### src/rtl/fnd_scan_ctrl.sv
// fnd_scan_ctrl
//   Multi-digit common-anode 7-segment scan controller. A binary value captured
//   on `load` is converted to BCD one bit per clock (shift-add-3). The finished
//   result is then time-multiplexed across NUM_DIGITS digits, with leading-zero
//   blanking, per-digit decimal points, per-digit blink and an overflow dash.
//
// Ports
//   clk         system clock
//   reset       synchronous, active-high reset
//   bin_data    unsigned binary value, captured when load=1 and busy=0
//   load        one-cycle strobe starting a conversion
//   busy        conversion in progress (loads ignored while high)
//   dp_mask     decimal point enable per digit, bit0 = ones digit (live)
//   blink_mask  blink enable per digit (live)
//   blank_lz    leading-zero blanking enable (live)
//   ovf         last loaded value does not fit in NUM_DIGITS decimal digits
//   fnd_data    active-low segments {dp,g,f,e,d,c,b,a}
//   fnd_com     active-low digit commons, one low at a time
module fnd_scan_ctrl #(
    parameter int unsigned NUM_DIGITS = 4,
    parameter int unsigned DATA_W     = 14,
    parameter int unsigned CLK_HZ     = 100_000_000,
    parameter int unsigned SCAN_HZ    = 1_000,
    parameter int unsigned BLINK_HZ   = 2
) (
    input  logic                  clk,
    input  logic                  reset,
    input  logic [DATA_W-1:0]     bin_data,
    input  logic                  load,
    output logic                  busy,
    input  logic [NUM_DIGITS-1:0] dp_mask,
    input  logic [NUM_DIGITS-1:0] blink_mask,
    input  logic                  blank_lz,
    output logic                  ovf,
    output logic [7:0]            fnd_data,
    output logic [NUM_DIGITS-1:0] fnd_com
);

    // Decimal digits needed to represent 2^width-1.
    function automatic int unsigned bcd_digits_for(input int unsigned width);
        longint unsigned v;
        int unsigned     n;
        v = (64'd1 << width) - 64'd1;
        n = 0;
        for (int unsigned i = 0; i < 20; i++) begin
            if (v != 64'd0) begin
                n++;
                v = v / 64'd10;
            end
        end
        return (n == 0) ? 32'd1 : n;
    endfunction

    function automatic logic [7:0] seg_code(input logic [3:0] nib);
        case (nib)
            4'd0:    seg_code = 8'hC0;
            4'd1:    seg_code = 8'hF9;
            4'd2:    seg_code = 8'hA4;
            4'd3:    seg_code = 8'hB0;
            4'd4:    seg_code = 8'h99;
            4'd5:    seg_code = 8'h92;
            4'd6:    seg_code = 8'h82;
            4'd7:    seg_code = 8'hF8;
            4'd8:    seg_code = 8'h80;
            4'd9:    seg_code = 8'h90;
            default: seg_code = 8'hFF;
        endcase
    endfunction

    localparam int unsigned BCD_DIGITS = bcd_digits_for(DATA_W);
    localparam int unsigned BCD_W      = 4 * BCD_DIGITS;
    localparam int unsigned EXT_DIGITS = (NUM_DIGITS > BCD_DIGITS) ? NUM_DIGITS : BCD_DIGITS;

    localparam int unsigned SCAN_DIV  = CLK_HZ / SCAN_HZ;
    localparam int unsigned BLINK_DIV = CLK_HZ / (2 * BLINK_HZ);
    localparam int unsigned SCAN_CW   = (SCAN_DIV > 1) ? $clog2(SCAN_DIV) : 1;
    localparam int unsigned BLINK_CW  = (BLINK_DIV > 1) ? $clog2(BLINK_DIV) : 1;
    localparam int unsigned BIT_CW    = (DATA_W > 1) ? $clog2(DATA_W) : 1;
    localparam int unsigned IDX_W     = (NUM_DIGITS > 1) ? $clog2(NUM_DIGITS) : 1;

    localparam logic [SCAN_CW-1:0]  SCAN_LAST  = SCAN_CW'(SCAN_DIV - 1);
    localparam logic [BLINK_CW-1:0] BLINK_LAST = BLINK_CW'(BLINK_DIV - 1);
    localparam logic [BIT_CW-1:0]   BIT_LAST   = BIT_CW'(DATA_W - 1);
    localparam logic [IDX_W-1:0]    IDX_LAST   = IDX_W'(NUM_DIGITS - 1);

    typedef enum logic [1:0] {
        ST_IDLE,
        ST_SHIFT,
        ST_DONE
    } state_t;

    // ------------------------------------------------------------------
    // Prescalers
    // ------------------------------------------------------------------
    logic [SCAN_CW-1:0]  scan_cnt;
    logic [BLINK_CW-1:0] blink_cnt;
    logic                blink_phase;
    logic                scan_tick;
    logic                blink_tick;

    always_comb begin
        scan_tick  = (scan_cnt == SCAN_LAST);
        blink_tick = (blink_cnt == BLINK_LAST);
    end

    always_ff @(posedge clk) begin
        if (reset) begin
            scan_cnt    <= '0;
            blink_cnt   <= '0;
            blink_phase <= 1'b0;
        end else begin
            scan_cnt <= scan_tick ? '0 : scan_cnt + 1'b1;
            if (blink_tick) begin
                blink_cnt   <= '0;
                blink_phase <= ~blink_phase;
            end else begin
                blink_cnt <= blink_cnt + 1'b1;
            end
        end
    end

    // ------------------------------------------------------------------
    // Binary-to-BCD conversion (shift-add-3, one bit per clock)
    // ------------------------------------------------------------------
    state_t             state;
    logic [DATA_W-1:0]  bin_sr;
    logic [BCD_W-1:0]   bcd_acc;
    logic [BCD_W-1:0]   bcd_adj;
    logic [BCD_W-1:0]   display;
    logic [BIT_CW-1:0]  bit_cnt;
    logic               ovf_next;

    always_comb begin
        bcd_adj = bcd_acc;
        for (int unsigned i = 0; i < BCD_DIGITS; i++) begin
            if (bcd_acc[4*i +: 4] >= 4'd5) begin
                bcd_adj[4*i +: 4] = bcd_acc[4*i +: 4] + 4'd3;
            end
        end
    end

    // Any nonzero nibble above the displayed digits means value >= 10^NUM_DIGITS.
    if (NUM_DIGITS < BCD_DIGITS) begin : g_ovf
        always_comb ovf_next = |bcd_acc[BCD_W-1:4*NUM_DIGITS];
    end else begin : g_no_ovf
        always_comb ovf_next = 1'b0;
    end

    always_ff @(posedge clk) begin
        if (reset) begin
            state   <= ST_IDLE;
            busy    <= 1'b0;
            ovf     <= 1'b0;
            bin_sr  <= '0;
            bcd_acc <= '0;
            bit_cnt <= '0;
            display <= '0;
        end else begin
            case (state)
                ST_IDLE: begin
                    if (load) begin
                        bin_sr  <= bin_data;
                        bcd_acc <= '0;
                        bit_cnt <= '0;
                        busy    <= 1'b1;
                        state   <= ST_SHIFT;
                    end
                end
                ST_SHIFT: begin
                    bcd_acc <= {bcd_adj[BCD_W-2:0], bin_sr[DATA_W-1]};
                    bin_sr  <= bin_sr << 1;
                    if (bit_cnt == BIT_LAST) begin
                        state <= ST_DONE;
                    end else begin
                        bit_cnt <= bit_cnt + 1'b1;
                    end
                end
                ST_DONE: begin
                    // load is deliberately not looked at here; busy is still high.
                    display <= bcd_acc;
                    ovf     <= ovf_next;
                    busy    <= 1'b0;
                    state   <= ST_IDLE;
                end
                default: state <= ST_IDLE;
            endcase
        end
    end

    // ------------------------------------------------------------------
    // Digit scan and segment generation
    // ------------------------------------------------------------------
    logic [IDX_W-1:0]        idx;
    logic [4*EXT_DIGITS-1:0] disp_ext;
    logic [NUM_DIGITS-1:0]   lz_blank;
    logic [3:0]              cur_nib;
    logic [7:0]              seg_next;

    // Digits beyond the BCD accumulator width read as zero.
    always_comb begin
        disp_ext            = '0;
        disp_ext[BCD_W-1:0] = display;
    end

    // lz_blank[k]: nibbles k..NUM_DIGITS-1 all zero; digit 0 is never blanked.
    always_comb begin
        logic        run;
        int unsigned k;
        run      = 1'b1;
        k        = 0;
        lz_blank = '0;
        for (int unsigned j = 0; j < NUM_DIGITS; j++) begin
            k           = NUM_DIGITS - 1 - j;
            run         = run & (disp_ext[4*k +: 4] == 4'd0);
            lz_blank[k] = run;
        end
        lz_blank[0] = 1'b0;
    end

    always_comb begin
        cur_nib  = disp_ext[4*idx +: 4];
        seg_next = seg_code(cur_nib);
        if (blank_lz && lz_blank[idx]) begin
            seg_next = 8'hFF;
        end
        if (ovf) begin
            seg_next = 8'hBF;
        end
        if (dp_mask[idx]) begin
            seg_next[7] = 1'b0;
        end
        if (blink_phase && blink_mask[idx]) begin
            seg_next = 8'hFF;
        end
    end

    // Outputs present the current index on the tick edge, while idx advances.
    always_ff @(posedge clk) begin
        if (reset) begin
            idx      <= '0;
            fnd_data <= 8'hFF;
            fnd_com  <= '1;
        end else if (scan_tick) begin
            fnd_data <= seg_next;
            fnd_com  <= ~(NUM_DIGITS'(1) << idx);
            idx      <= (idx == IDX_LAST) ? '0 : idx + 1'b1;
        end
    end

endmodule

### config.mk
export PLATFORM = sky130hd
export DESIGN_NAME = fnd_scan_ctrl
export DESIGN_NICKNAME = d
export VERILOG_FILES = /design/src/rtl/fnd_scan_ctrl.sv
export SDC_FILE = /design/constraint.sdc
export NUM_CORES = 1
export LEC_CHECK = 0
export BUFFER_PORTS_ARGS = -buffer_cell sky130_fd_sc_hd__clkbuf_2
export CORE_MARGIN = 10
export CORE_UTILIZATION = 45
export DETAILED_ROUTE_END_ITERATION = 10
export SKIP_LAST_GASP = 1
export SLEW_MARGIN = 0
export SYNTH_ARGS = -nofsm -noshare
export SYNTH_HDL_FRONTEND = slang
export SYNTH_SLANG_ARGS = --single-unit
export TNS_END_PERCENT = 1
### constraint.sdc
create_clock -name clk -period 1.91 [get_ports clk]
set_input_delay 0.382 -clock clk [delete_from_list [all_inputs] [get_ports clk]]
set_output_delay 0.382 -clock clk [all_outputs]
set_load 0.01 [all_outputs]
## Yosys cells after proc, flatten, opt, wreduce, memory -nomap -nowiden

Memories as Yosys holds them, arrays and structs flattened.
Cells that the tools add are included.

- Memory bits (writable): 0
- Output and inout bits: 14
- Bits in read-only memories: 112
- Bits of input ports: 26
- Word-level logic and storage cells: 87
- Memories kept: 1
- Register bits: 119
- Latch bits: 0

Memory list:

| memory | words | width | read ports | clocked after memory_dff | write ports | RTL line | source |
|---|---|---|---|---|---|---|---|
| (no name shown) | 16 | 7 | 1 | 0 | 0 | 55 | `case (nib)` |

- $mul: 0
- Reduce and logical (&&, ||, !) cells: 15
- Bitwise gates (word level): 4
- Mux-type cells: 28
- $lt $le $gt $ge: 6
- Div/mod/pow operators: 0
- Shift operators: 2
- Equality and inequality tests: 9
- $add $sub $neg: 9

Operators by type and width:

| cell | number |
|---|---|
| $pmux W20 S2 | 1 |
| $pmux W14 S2 | 1 |
| $add A25 B1 Y25 const B | 1 |
| $eq A25 B25 Y1 const B | 1 |
| $mux W4 | 6 |
| $mux W8 | 3 |
| $ge A4 B3 Y1 const B | 5 |
| $mux W20 | 1 |
| $shiftx A20 B5 Y4 | 1 |
| $add A17 B1 Y17 const B | 1 |
| $eq A17 B17 Y1 const B | 1 |
| $add A4 B2 Y4 const B | 4 |
| $mux W14 | 1 |
| $logic_not A4 Y1 | 3 |
| $pmux W4 S2 | 1 |
| $bmux W1 S2 | 3 |
| $mux W2 | 3 |
| $ne A2 B2 Y1 const B | 3 |
| $reduce_and A2 Y1 | 3 |
| $mux W1 | 5 |
| $add A4 B1 Y4 const B | 1 |
| $eq A2 B2 Y1 const B | 2 |
| $eq A4 B4 Y1 const B | 1 |
| $not A4 Y4 | 1 |
| 16 further kinds | 20 |

## Longest topological paths before layout

Gate-level depths: netlist (run 1).

- Depth after elaboration: 10
- Gate-level depth with buffers: 8
- Mapped depth without buffers: 7

## Worst setup path after synthesis (run 1)

No wires, ideal clock.

- Path type: reg-to-reg
- Start point: reg idx[0]
- End point: reg fnd_data[6]
- Path buffers: 1
- Setup slack: -0.136 ns
- Setup time: 0.122 ns
- Stages on the path, launching flop included: 8
- Required time: 1.788 ns
- Arrival: 1.924 ns
- Cell sequence: dfxtp_1 buf_4 mux4_2 ha_1 and2_1 o21ai_0 a21oi_1 o32a_1

- Longest elaborated chain between the ends: 6
- Elaborated cells between the ends (all ways): 11
- Classes of those cells: shift (1); mux (7); reduce/logical (2); memory (1)

Ends and longest elaborated chain:

| item | RTL line | source |
|---|---|---|
| from (decl) | 193 | `logic [IDX_W-1:0] idx;` |
| from (signal assigned) | 246 | `idx <= (idx == IDX_LAST) ? '0 : idx + 1'b1;` |
| branches (longest 5 deep; another with $mem_v2 Z16 W7) | -- |  |
| $mux W8 (*) | 232 | `if (blink_phase && blink_mask[idx]) begin` |
| to (signal assigned) | 244 | `fnd_data <= seg_next;` |
| to (decl) | 35 | `output logic [7:0] fnd_data,` |

Mark *: on every way between the ends. The select of a mux whose other input is x is not followed.
A chain may end at the register's enable or synchronous reset.

## Worst setup path after layout (run 1)

Same ends and word-level chain as after synthesis.

==> results of run 1 <==
==> routing by layer <==
metal / vias up / part of all wire (%) / GRT usage [%]
li1: 2276 / - / -
met1: 2034 / 46 / 18.0
met2: 73 / 48 / 23.7
met3: 21 / 4.5 / 5.22
met4: 2 / 1.6 / 6.09
met5: - / 0.11 / 0
==> cells by family after synthesis <==
| family | after synthesis | share of synthesized area [%] |
|---|---|---|
| compound gates | 96 | 11.3 |
| xor+xnor | 50 | 8.20 |
| fa+ha+maj | 24 | 5.63 |
| buf+inv | 52 | 3.91 |
| flops | 115 | 43.1 |
| mux | 11 | 3.26 |
| simple gates | 286 | 24.6 |
==> path summary, 6_finish.rpt <==
kind | cells past startpoint | start | slack [ps] | to
min | 3 | bin_data[6] | 220 | bin_sr[6]
max reg2reg | 6 | idx[0] | 20 | fnd_data[6]
max | 6 | idx[0] | 20 | fnd_data[6]
min reg2reg | 1 | blink_cnt[0] | 450 | blink_cnt[0]
==> tightest hold or removal path, delay by kind of cell <==
kind	cells	cell delay (ps)
buf+inv	1	80
compound gates	1	70
simple gates	1	40
==> registers in the layout (all words and copies together) (netlist names) <==
name         count
bcd_acc         20
bin_sr          14
bit_cnt          4
blink_cnt       25
blink_phase      1
busy             1
disp_ext        16
fnd_com          4
fnd_data         8
idx              2
ovf              1
scan_cnt        17
state            2
==> where the power goes <==
part           internal (mW)  switching (mW)  leakage (nW)
logic                 0.0943           0.142          1.25
clock network           2.04            1.08         0.291
registers               2.44          0.0296         0.933
==> per-stage QoR <==
stage | utilization [%] | hold slack [ps] | total power [mW] | instances | instance area, um2
after CTS | 55.6 | 197 | 5.91 | 844 | 6400
after floorplan | - | 418 | 2.67 | 634 | 5350
after global placement | 50.5 | 430 | 2.75 | 812 | 5810
after detailed placement | 50.5 | 450 | 2.76 | 812 | 5810
after global routing | 56.0 | 212 | 6.07 | 848 | 6450
final | 56.0 | 217 | 5.83 | 848 | 6450
==> Yosys cell counts (all sizes together) <==
cell | count | area, um2
nor4 | 9 | 71.3
or2 | 4 | 25.0
or4b | 1 | 10.0
nor3 | 14 | 70.1
mux4 | 5 | 113
a211oi | 1 | 7.51
a311oi | 13 | 114
o21bai | 1 | 7.51
nand2b | 11 | 68.8
o32a | 2 | 20.0
nand4bb | 2 | 22.5
a21o | 4 | 30.0
inv | 22 | 82.6
o21ai | 17 | 85.1
clkbuf | 23 | 86.3
and3 | 7 | 43.8
xor2 | 27 | 236
o31ai | 1 | 7.51
ha | 24 | 300
nand2 | 95 | 359
and2 | 2 | 12.5
nand4 | 10 | 62.6
nor2b | 1 | 6.26
o211ai | 4 | 30.0
and4 | 2 | 17.5
a32oi | 4 | 35.0
buf | 7 | 40.0
nor2 | 98 | 370
mux2 | 1 | 11.3
nor3b | 4 | 35.0
dfxtp | 115 | 2300
nor4b | 2 | 17.5
nand3 | 24 | 120
a22oi | 8 | 60.1
xnor2 | 23 | 201
a21oi | 41 | 205
mux2i | 5 | 50.1
==> timing repair <==
item	CTS	global route
pin swaps	0	3
setup buffers	0	4
gates resized for setup	1	4
endpoints found under the setup margin	2	10
==> layout make-up <==
class | count | area, um2
clock buffer | 22 | 484
clock inverter | 10 | 105
sequential | 115 | 2310
inverter | 22 | 82.6
fill | 1061 | 5070
timing repair buffer | 69 | 449
tap | 143 | 179
multi-input combinational | 467 | 2840
==> parameters.txt, run 1 <==
Parameter                              Value

Timing
  Final critical delay including setup and external delays    1890 ps
  Pin slew with the least headroom to its limit    656 ps
  Unrepaired setup endpoints after global routing    true
  Maximum operating frequency    530 MHz
  Final clock skew    5.16 ps
  Sum of negative setup slack    0 ps
  Fin. max-slew vios    0
  Worst relative slew slack    56.1%
  Count of endpoints failing setup in the final report    0
  Final clock period utilization by the worst path    98.7%
  Worst path setup slack after routing    24.5 ps
  Endpoints failing hold    0

Clocking
  Number of buffers inserted during clock tree synthesis    17
  Skew-Pair Late Insertion Delay    410 ps
  Library cell used as clock root buffer    sky130_fd_sc_hd__clkbuf_16
  Max H-tree Level    4
  Hold Buf Count CTS    0
  Clock transition at the registers of the reported paths    50 ps
  TritonCTS clock tree    done
  Clock Path Buffers    2
  Clock sinks    115

Power
  PwrDens    904 nW/um2
  Worst-case vdd ir drop    0.000681 V
  Total leakage power    2.47 nW

Placement
  Final weighted congestion in routability-driven placement    0.828
  Minimum setup slack after placement    9.13 ps
  Final HPWL from detailed placement    8150 um
  Port Buffer Count    39

Finish
  Final nets    742
  Most used cells in the layout excluding fill and tap cells    114 x sky130_fd_sc_hd__dfxtp_1, 96 x sky130_fd_sc_hd__nor2_1, 94 x sky130_fd_sc_hd__nand2_1
  Post-synthesis to final-layout area growth    20.8%
  Inserted Diodes    0
  Fraction of final layout cells with drive strength greater than 1    16.9%
  Most frequent standard cell in the layout excluding fill and tap cells    sky130_fd_sc_hd__dfxtp_1

Synthesis
  Synth Net Count    684
  Synth Area per Inst    8.42 um2
  Cell count after synthesis    634
  Number of register bits inferred by synthesis    115
  Sequential element share of the synthesized area    43.1%
  Mapped cell area    5340 um2
  Number of warnings issued by yosys    0
  Count of unique library cells instantiated by Yosys    42

Floorplan
  Cell Rows    39
  Die height    129 um
  Floorplan Core Area    11500 um2
  Number of I/O pins    40
  Die X-Extent    129 um
  Starting utilization of the core area    46.3%
  Die area    16600 um2

GRT
  Total grt overflow    0
  Initial antenna violation count    1
  Maximum number of pins on one net before global-route repair    30
  Combined global-route utilization of all metal layers    14.9%
  Number of global-route vias before repair    4259
  Wire length of the first global-routing pass    20100 um

Route
  First-pass DRT Iterations    7
  Wire per inst    13.7 um
  Via density per instance    5.20
  1st-iter DRT viols    256
  DRC viols    0
  Total number of vias    4406
  Total wirelength of the detailed-routed design    11600 um
  Post-route ant nets    0

Critical path
  Type of origin of the critical path    flop
  Kind of cell with the highest combined delay on the critical path    multiplexers
  Crit path kind    flop to flop
  Critical-path maximum fanout    6
  Cell type of the slowest stage on the worst timing path    sky130_fd_sc_hd__mux4_2
  Worst path max stage delay    560 ps
  Critical path buffer and inverter count    0
  Data arrival time of the critical path    2180 ps
  Data required time of the critical path    2210 ps
  Element type at the critical path end    flop
  Sequence of cells on the critical path    mux4_2 > ha_2 > and2_1 > o21ai_1 > a21oi_1 > o32a_1

Worst hold path
  Path class of the lowest-slack min-delay path    primary input to flop

Job
  Number of max-capacitance violations reported    0

Run status
  Status    finished clean
No activity file was read; power rests on OpenSTA's default activity.
==> inputs of run 2 (changes only) <==
==> constraint.sdc (replaced) <==
create_clock -name clk -period 2.2 [get_ports clk]
set_input_delay 0.22 -clock clk [delete_from_list [all_inputs] [get_ports clk]]
set_output_delay 0.22 -clock clk [all_outputs]
set_load 0.01 [all_outputs]
==> run 2 against run 1 <==
  * Global-route usage down 0.17 points
  * Wire length down 2.7%
  * Clock skew up 2.4 ps
  * Non-clock buffer count down 16
  * Worst setup slack better by 170 ps
  * Sequential cell count unchanged
  * Critical path depth unchanged
  * Cell count down 1.9%
  * Critical path type unchanged
  * Largest cell class unchanged
==> parameters.txt, run 2 (synthesized netlist as in run 1, its figures left out) <==
Parameter                              Value

Run status
  Status    finished clean

Clocking
  Library cell used as clock root buffer    sky130_fd_sc_hd__clkbuf_16
  Number of buffers inserted during clock tree synthesis    17 (unchanged)
  Post-cts gate resize count    0 (-1)
  Skew-Pair Late Insertion Delay    420 ps (about the same)
  Clock transition at the registers of the reported paths    60 ps (about the same)
  Clock Path Buffers    2 (unchanged)
  Count of buffers added by post-CTS timing repair for setup    0 (unchanged)
  TritonCTS clock tree    done
  Clock sinks    115 (unchanged)
  Hold Buf Count CTS    0 (unchanged)
  Max H-tree Level    4 (unchanged)

Floorplan
  Die height    129 um (unchanged)
  Starting utilization of the core area    46.3% (unchanged)
  Cell Rows    39 (unchanged)
  Number of I/O pins    40 (unchanged)
  Die area    16600 um2 (unchanged)
  Die X-Extent    129 um (unchanged)
  Floorplan Core Area    11500 um2 (unchanged)

Power
  Share of power burned in combinational logic    3.9% (-0.2 points)
  Share of power burned in the clock network    53.3% (-0.2 points)
  Switching part of the total    23.0% (+1.6 points)
  Total leakage power    2.35 nW (-4.8%)
  Internal Pwr Total    3.86 mW (-16%)
  Worst-case vdd ir drop    0.000682 V (+0.18%)
  Sequential fraction of design power    42.8% (+0.4 points)
  Sw Pwr    1.16 mW (-7.7%)
  PwrDens    797 nW/um2 (-12%)

Finish
  Most used cells in the layout excluding fill and tap cells    115 x sky130_fd_sc_hd__dfxtp_1, 96 x sky130_fd_sc_hd__nor2_1, 94 x sky130_fd_sc_hd__nand2_1
  Largest Register    blink_cnt
  Register cell area after layout    2300 um2 (-0.16%)
  Max reg flops    25 (unchanged)
  Final non-filler cell total    832 (-1.9%)
  Fraction of final layout cells with drive strength greater than 1    14.5% (-2.4 points)
  Number of fill cells in the layout    1091 (+2.8%)
  Post-synthesis to final-layout area growth    17.9%
  Final nets    726 (-2.2%)
  Area taken by multi-input logic gates    2830 um2 (-0.44%)
  Largest regs    blink_cnt x25, bcd_acc x20, scan_cnt x17
  Inserted Diodes    0 (unchanged)
  Most frequent standard cell in the layout excluding fill and tap cells    sky130_fd_sc_hd__dfxtp_1

Placement
  Final HPWL from detailed placement    7910 um (-3.0%)
  Port Buffer Count    39 (unchanged)
  Placed Instances    800 (-1.5%)
  Final weighted congestion in routability-driven placement    0.817 (-1.2%)

Critical path
  Crit path kind    flop to flop
  Cell type of the slowest stage on the worst timing path    sky130_fd_sc_hd__mux4_2
  Type of origin of the critical path    flop
  Element type at the critical path end    flop
  Data required time of the critical path    2500 ps (+290 ps)
  Worst path max stage delay    580 ps (+20 ps)
  Data arrival time of the critical path    2300 ps (+120 ps)
  Sequence of cells on the critical path    mux4_2 > ha_1 > and2_1 > o21ai_0 > a21oi_1 > o32a_1
  Critical-path maximum fanout    4 (-2)
  Register-to-Register Setup Slack    200 ps (+170 ps)

Timing
  Fin. max-slew vios    0 (unchanged)
  Sum of negative setup slack    0 ps (unchanged)
  Worst relative slew slack    59.7% (+3.6 points)
  Unrepaired setup endpoints after global routing    false
  Final clock period utilization by the worst path    91.0% (-7.8 points)
  Count of endpoints failing setup in the final report    0 (unchanged)
  Maximum operating frequency    500 MHz (-5.8%)
  Pin slew with the least headroom to its limit    603 ps (-53.6 ps)
  Endpoints failing hold    0 (unchanged)
  Final clock skew    7.58 ps (+2.42 ps)
  Final critical delay including setup and external delays    2000 ps (+116 ps)

Route
  1st-iter DRT viols    246 (-3.9%)
  DRC viols    0 (unchanged)
  Post-route ant nets    0 (unchanged)
  Via density per instance    5.19 (about the same)
  Wire per inst    13.6 um (-0.87%)
  First-pass DRT Iterations    4 (-3)
  Total number of vias    4322 (-1.9%)
  Total wirelength of the detailed-routed design    11300 um (-2.7%)

GRT
  Wire length of the first global-routing pass    20000 um (-0.45%)
  Total grt overflow    0 (unchanged)
  Combined global-route utilization of all metal layers    14.7% (-0.17 points)
  Maximum number of pins on one net before global-route repair    65 (+120%)
  Number of global-route vias before repair    4306 (+1.1%)
  Initial antenna violation count    0 (-1)

Job
  Number of max-capacitance violations reported    0 (unchanged)

Worst hold path
  Path class of the lowest-slack min-delay path    primary input to flop
run 2: layout make-up:
| type | count | area share (%) |
|---|---|---|
| tap | 143 | 2.84 |
| sequential | 115 | 36.6 |
| inverter | 22 | 1.31 |
| multi-input combinational | 467 | 45.0 |
| clock inverter | 15 | 2.55 |
| clock buffer | 17 | 6.76 |
| timing repair buffer | 53 | 4.97 |
run 2: metal layers:
layer | wire [um] | vias to the layer above | GRT usage [%]
met5 | 0 | - | 0
met4 | 146 | 0 | 5.55
met3 | 409 | 15 | 5.26
met2 | 5370 | 46 | 23.6
met1 | 5390 | 2020 | 17.8
li1 | - | 2241 | -
run 2: worst max-delay path: cells and delay by family (launching register included):
family                   cells  cell delay [ps]
flip-flops                   1              430
AO/OA/AOI/OAI                3              520
multiplexers                 1              580
adder cells (fa/ha/maj)      1              220
AND/OR/NAND/NOR              1              150
run 2: path summary, 6_finish.rpt:
path,from,endpoint,depth (start not counted)
min reg2reg,blink_cnt[0],blink_cnt[0],1
max reg2reg,idx[0],fnd_data[6],6
min,bin_data[5],bin_sr[5],3
max,idx[0],fnd_data[6],6
run 2: metrics by stage:
stage	cell area, um2	hold WS (ps)	worst slack [ps]	util (%)	total power, mW
5_1_grt	6290	47.9	72.6	54.6	5.21
3_3_place_gp	5710	426	249	49.5	2.38
6_report	6290	55.1	199	54.6	5.01
4_1_cts	6290	36.1	193	54.6	5.08
2_1_floorplan	5340	381	154	-	2.32
3_5_place_dp	5710	436	208	49.5	2.39
run 2: power by group through the flow:
| stage | Clock [mW] | Sequential (mW) | Combinational (mW) |
|---|---|---|---|
| finish | 2.67 | 2.15 | 0.195 |
| global route | 2.84 | 2.15 | 0.222 |
| CTS | 2.74 | 2.15 | 0.197 |
| detailed placement | 0 | 2.19 | 0.195 |
| global placement | 0 | 2.19 | 0.191 |
| floorplan | 0 | 2.19 | 0.132 |
==> inputs of run 3 (changes only) <==
--- a/config.mk
+++ b/config.mk
@@ -8,6 +8,7 @@
 export BUFFER_PORTS_ARGS = -buffer_cell sky130_fd_sc_hd__clkbuf_2
 export CORE_MARGIN = 10
 export CORE_UTILIZATION = 45
+export CTS_BUF_LIST = sky130_fd_sc_hd__clkbuf_2
 export DETAILED_ROUTE_END_ITERATION = 10
 export SKIP_LAST_GASP = 1
 export SLEW_MARGIN = 0
==> run 3 against run 2 <==
  * Wire length grew 0.64%
  * Global-route usage is essentially flat
  * Critical path depth is the same
  * Worst setup slack lost 6.8 ps
  * Via count grew 1.4%
  * Critical path type unchanged
  * Critical endpoint unchanged
  * Highest routed layer unchanged
==> parameters.txt, run 3 (synthesized netlist as in run 1, its figures left out) <==
Parameter                              Value

Route
  Total number of vias    4383 (+1.4%)
  Wire per inst    13.4 um (-1.3%)
  First-pass DRT Iterations    6 (+2)
  DRC viols    0 (unchanged)
  Post-route ant nets    0 (unchanged)
  Total wirelength of the detailed-routed design    11400 um (+0.64%)
  1st-iter DRT viols    277 (+13%)
  Via density per instance    5.17 (-0.50%)

Critical path
  Type of origin of the critical path    flop
  Register-to-Register Setup Slack    190 ps (about the same)
  Element type at the critical path end    flop
  Data required time of the critical path    2780 ps (+280 ps)
  Crit path kind    flop to flop
  Data arrival time of the critical path    2590 ps (+290 ps)
  Critical-path maximum fanout    4 (unchanged)

Timing
  Maximum operating frequency    498 MHz (-0.34%)
  Sum of negative setup slack    0 ps (unchanged)
  Pin slew with the least headroom to its limit    596 ps (-6.36 ps)
  Endpoints failing hold    0 (unchanged)
  Count of endpoints failing setup in the final report    0 (unchanged)
  Final clock period utilization by the worst path    91.3% (+0.31 points)
  Final critical delay including setup and external delays    2010 ps (+6.80 ps)
  Final clock skew    29.5 ps (+21.9 ps)
  Worst relative slew slack    60.1% (+0.43 points)
  Fin. max-slew vios    0 (unchanged)
  Unrepaired setup endpoints after global routing    false

Floorplan
  Cell Rows    39 (unchanged)
  Die X-Extent    129 um (unchanged)
  Die area    16600 um2 (unchanged)
  Die height    129 um (unchanged)
  Starting utilization of the core area    46.3% (unchanged)
  Floorplan Core Area    11500 um2 (unchanged)
  Number of I/O pins    40 (unchanged)

Finish
  Design Area, Final    6110 um2 (-2.9%)
  Final non-filler cell total    848 (+1.9%)
  Final nets    742 (+2.2%)
  Most used cells in the layout excluding fill and tap cells    115 x sky130_fd_sc_hd__dfxtp_1, 96 x sky130_fd_sc_hd__nor2_1, 94 x sky130_fd_sc_hd__nand2_1
  Largest regs    blink_cnt x25, bcd_acc x20, scan_cnt x17
  Number of fill cells in the layout    1118 (+2.5%)
  Fraction of final layout cells with drive strength greater than 1    14.2% (-0.33 points)
  Area taken by multi-input logic gates    2830 um2 (unchanged)
  Post-synthesis to final-layout area growth    14.5%
  Largest Register    blink_cnt
  Max reg flops    25 (unchanged)
  Inserted Diodes    0 (unchanged)
  Most frequent standard cell in the layout excluding fill and tap cells    sky130_fd_sc_hd__dfxtp_1
  Register cell area after layout    2300 um2 (unchanged)

Power
  PwrDens    613 nW/um2 (-23%)
  Total leakage power    2.28 nW (-3.1%)
  Worst-case vdd ir drop    0.000398 V (-42%)
  Internal Pwr Total    2.73 mW (-29%)
  Sequential fraction of design power    57.3% (+14 points)
  Share of power burned in the clock network    36.9% (-16 points)
  Switching part of the total    27.0% (+4.0 points)
  Sw Pwr    1.01 mW (-12%)
  Share of power burned in combinational logic    5.8% (+1.9 points)

Clocking
  Clock transition at the registers of the reported paths    180 ps (+120 ps)
  Max H-tree Level    4 (unchanged)
  Count of buffers added by post-CTS timing repair for setup    0 (unchanged)
  Library cell used as clock root buffer    sky130_fd_sc_hd__clkbuf_2
  Clock sinks    115 (unchanged)
  Skew-Pair Late Insertion Delay    670 ps (+250 ps)
  Clock Path Buffers    2 (unchanged)
  TritonCTS clock tree    done
  Number of buffers inserted during clock tree synthesis    17 (unchanged)

GRT
  Met3 track demand over resource    4.72% (-0.53 points)
  Number of global-route vias before repair    4364 (+1.3%)
  Met1 Use GR    17.7% (-0.061 points)
  Maximum number of pins on one net before global-route repair    65 (unchanged)
  Total grt overflow    0 (unchanged)
  Initial antenna violation count    0 (unchanged)
  Wire length of the first global-routing pass    20200 um (+1.1%)
  Met2 track demand over resource    24.3% (+0.73 points)
  Combined global-route utilization of all metal layers    14.8% (+0.047 points)
  Global-route layer with the greatest usage    met2

Placement
  Final weighted congestion in routability-driven placement    0.817 (unchanged)
  Placed Instances    800 (unchanged)
  Placed inst area    5710 um2 (unchanged)
  Final HPWL from detailed placement    7910 um (unchanged)
  Port Buffer Count    39 (unchanged)

Worst hold path
  Path class of the lowest-slack min-delay path    primary input to flop

Job
  Number of max-capacitance violations reported    0 (unchanged)

Run status
  Status    finished clean
==> run 3: cell count changes in the layout (fill, tap and decap cells not counted), sizes merged <==
cell         previous run  this run
dlygate4sd3             0        16
==> run 3: final timing paths <==
check          startpoint      endpoint  cells after the start
max reg2reg        idx[0]   fnd_data[6]                      6
max                idx[0]   fnd_data[6]                      6
min reg2reg  blink_cnt[0]  blink_cnt[0]                      1
min            dp_mask[0]   fnd_data[7]                      5
==> run 3: power by group through the flow <==
stage               logic [mW]  clock network, mW  registers (mW)
floorplan                0.132                  0            2.19
global placement         0.191                  0            2.19
detailed placement       0.195                  0            2.19
CTS                      0.219               1.45            2.15
global route             0.246               1.55            2.15
finish                   0.217               1.38            2.15
==> run 3: cell type report <==
class,instances,share of cell area (%)
Sequential cell,115,37.7
Inverter,22,1.35
Timing Repair Buffer,69,7.74
Tap cell,143,2.93
Clock inverter,15,2.62
Clock buffer,17,1.39
Multi-Input combinational cell,467,46.3
==> run 3: what timing repair did <==
action,in CTS,in global routing
gates resized for setup,0,0
endpoints found under the hold margin,22,0
hold buffers,16,0
==> run 3: worst max-delay path: stages (launching register included) <==
cell                      delay [ps]
sky130_fd_sc_hd__dfxtp_1         470
sky130_fd_sc_hd__mux4_2          580
sky130_fd_sc_hd__ha_1            220
sky130_fd_sc_hd__and2_1          150
sky130_fd_sc_hd__o21ai_0         160
sky130_fd_sc_hd__a21oi_1          80
sky130_fd_sc_hd__o32a_1          280
==> run 3: routing by layer <==
layer	wire [um]	vias to the layer above
li1	-	2269
met1	5300	2055
met2	5520	45
met3	412	14
met4	146	0
met5	0	-
==> run 3: stage by stage <==
step / util (%) / hold WS (ps) / worst slack, ps / power [mW]
finish: 53.1 / 140 / 192 / 3.74
global route: 53.1 / 67.3 / 68.3 / 3.95
CTS: 53.1 / 65.9 / 185 / 3.81
detailed placement: 49.5 / 436 / 208 / 2.39
global placement: 49.5 / 426 / 249 / 2.38
floorplan: - / 381 / 154 / 2.32
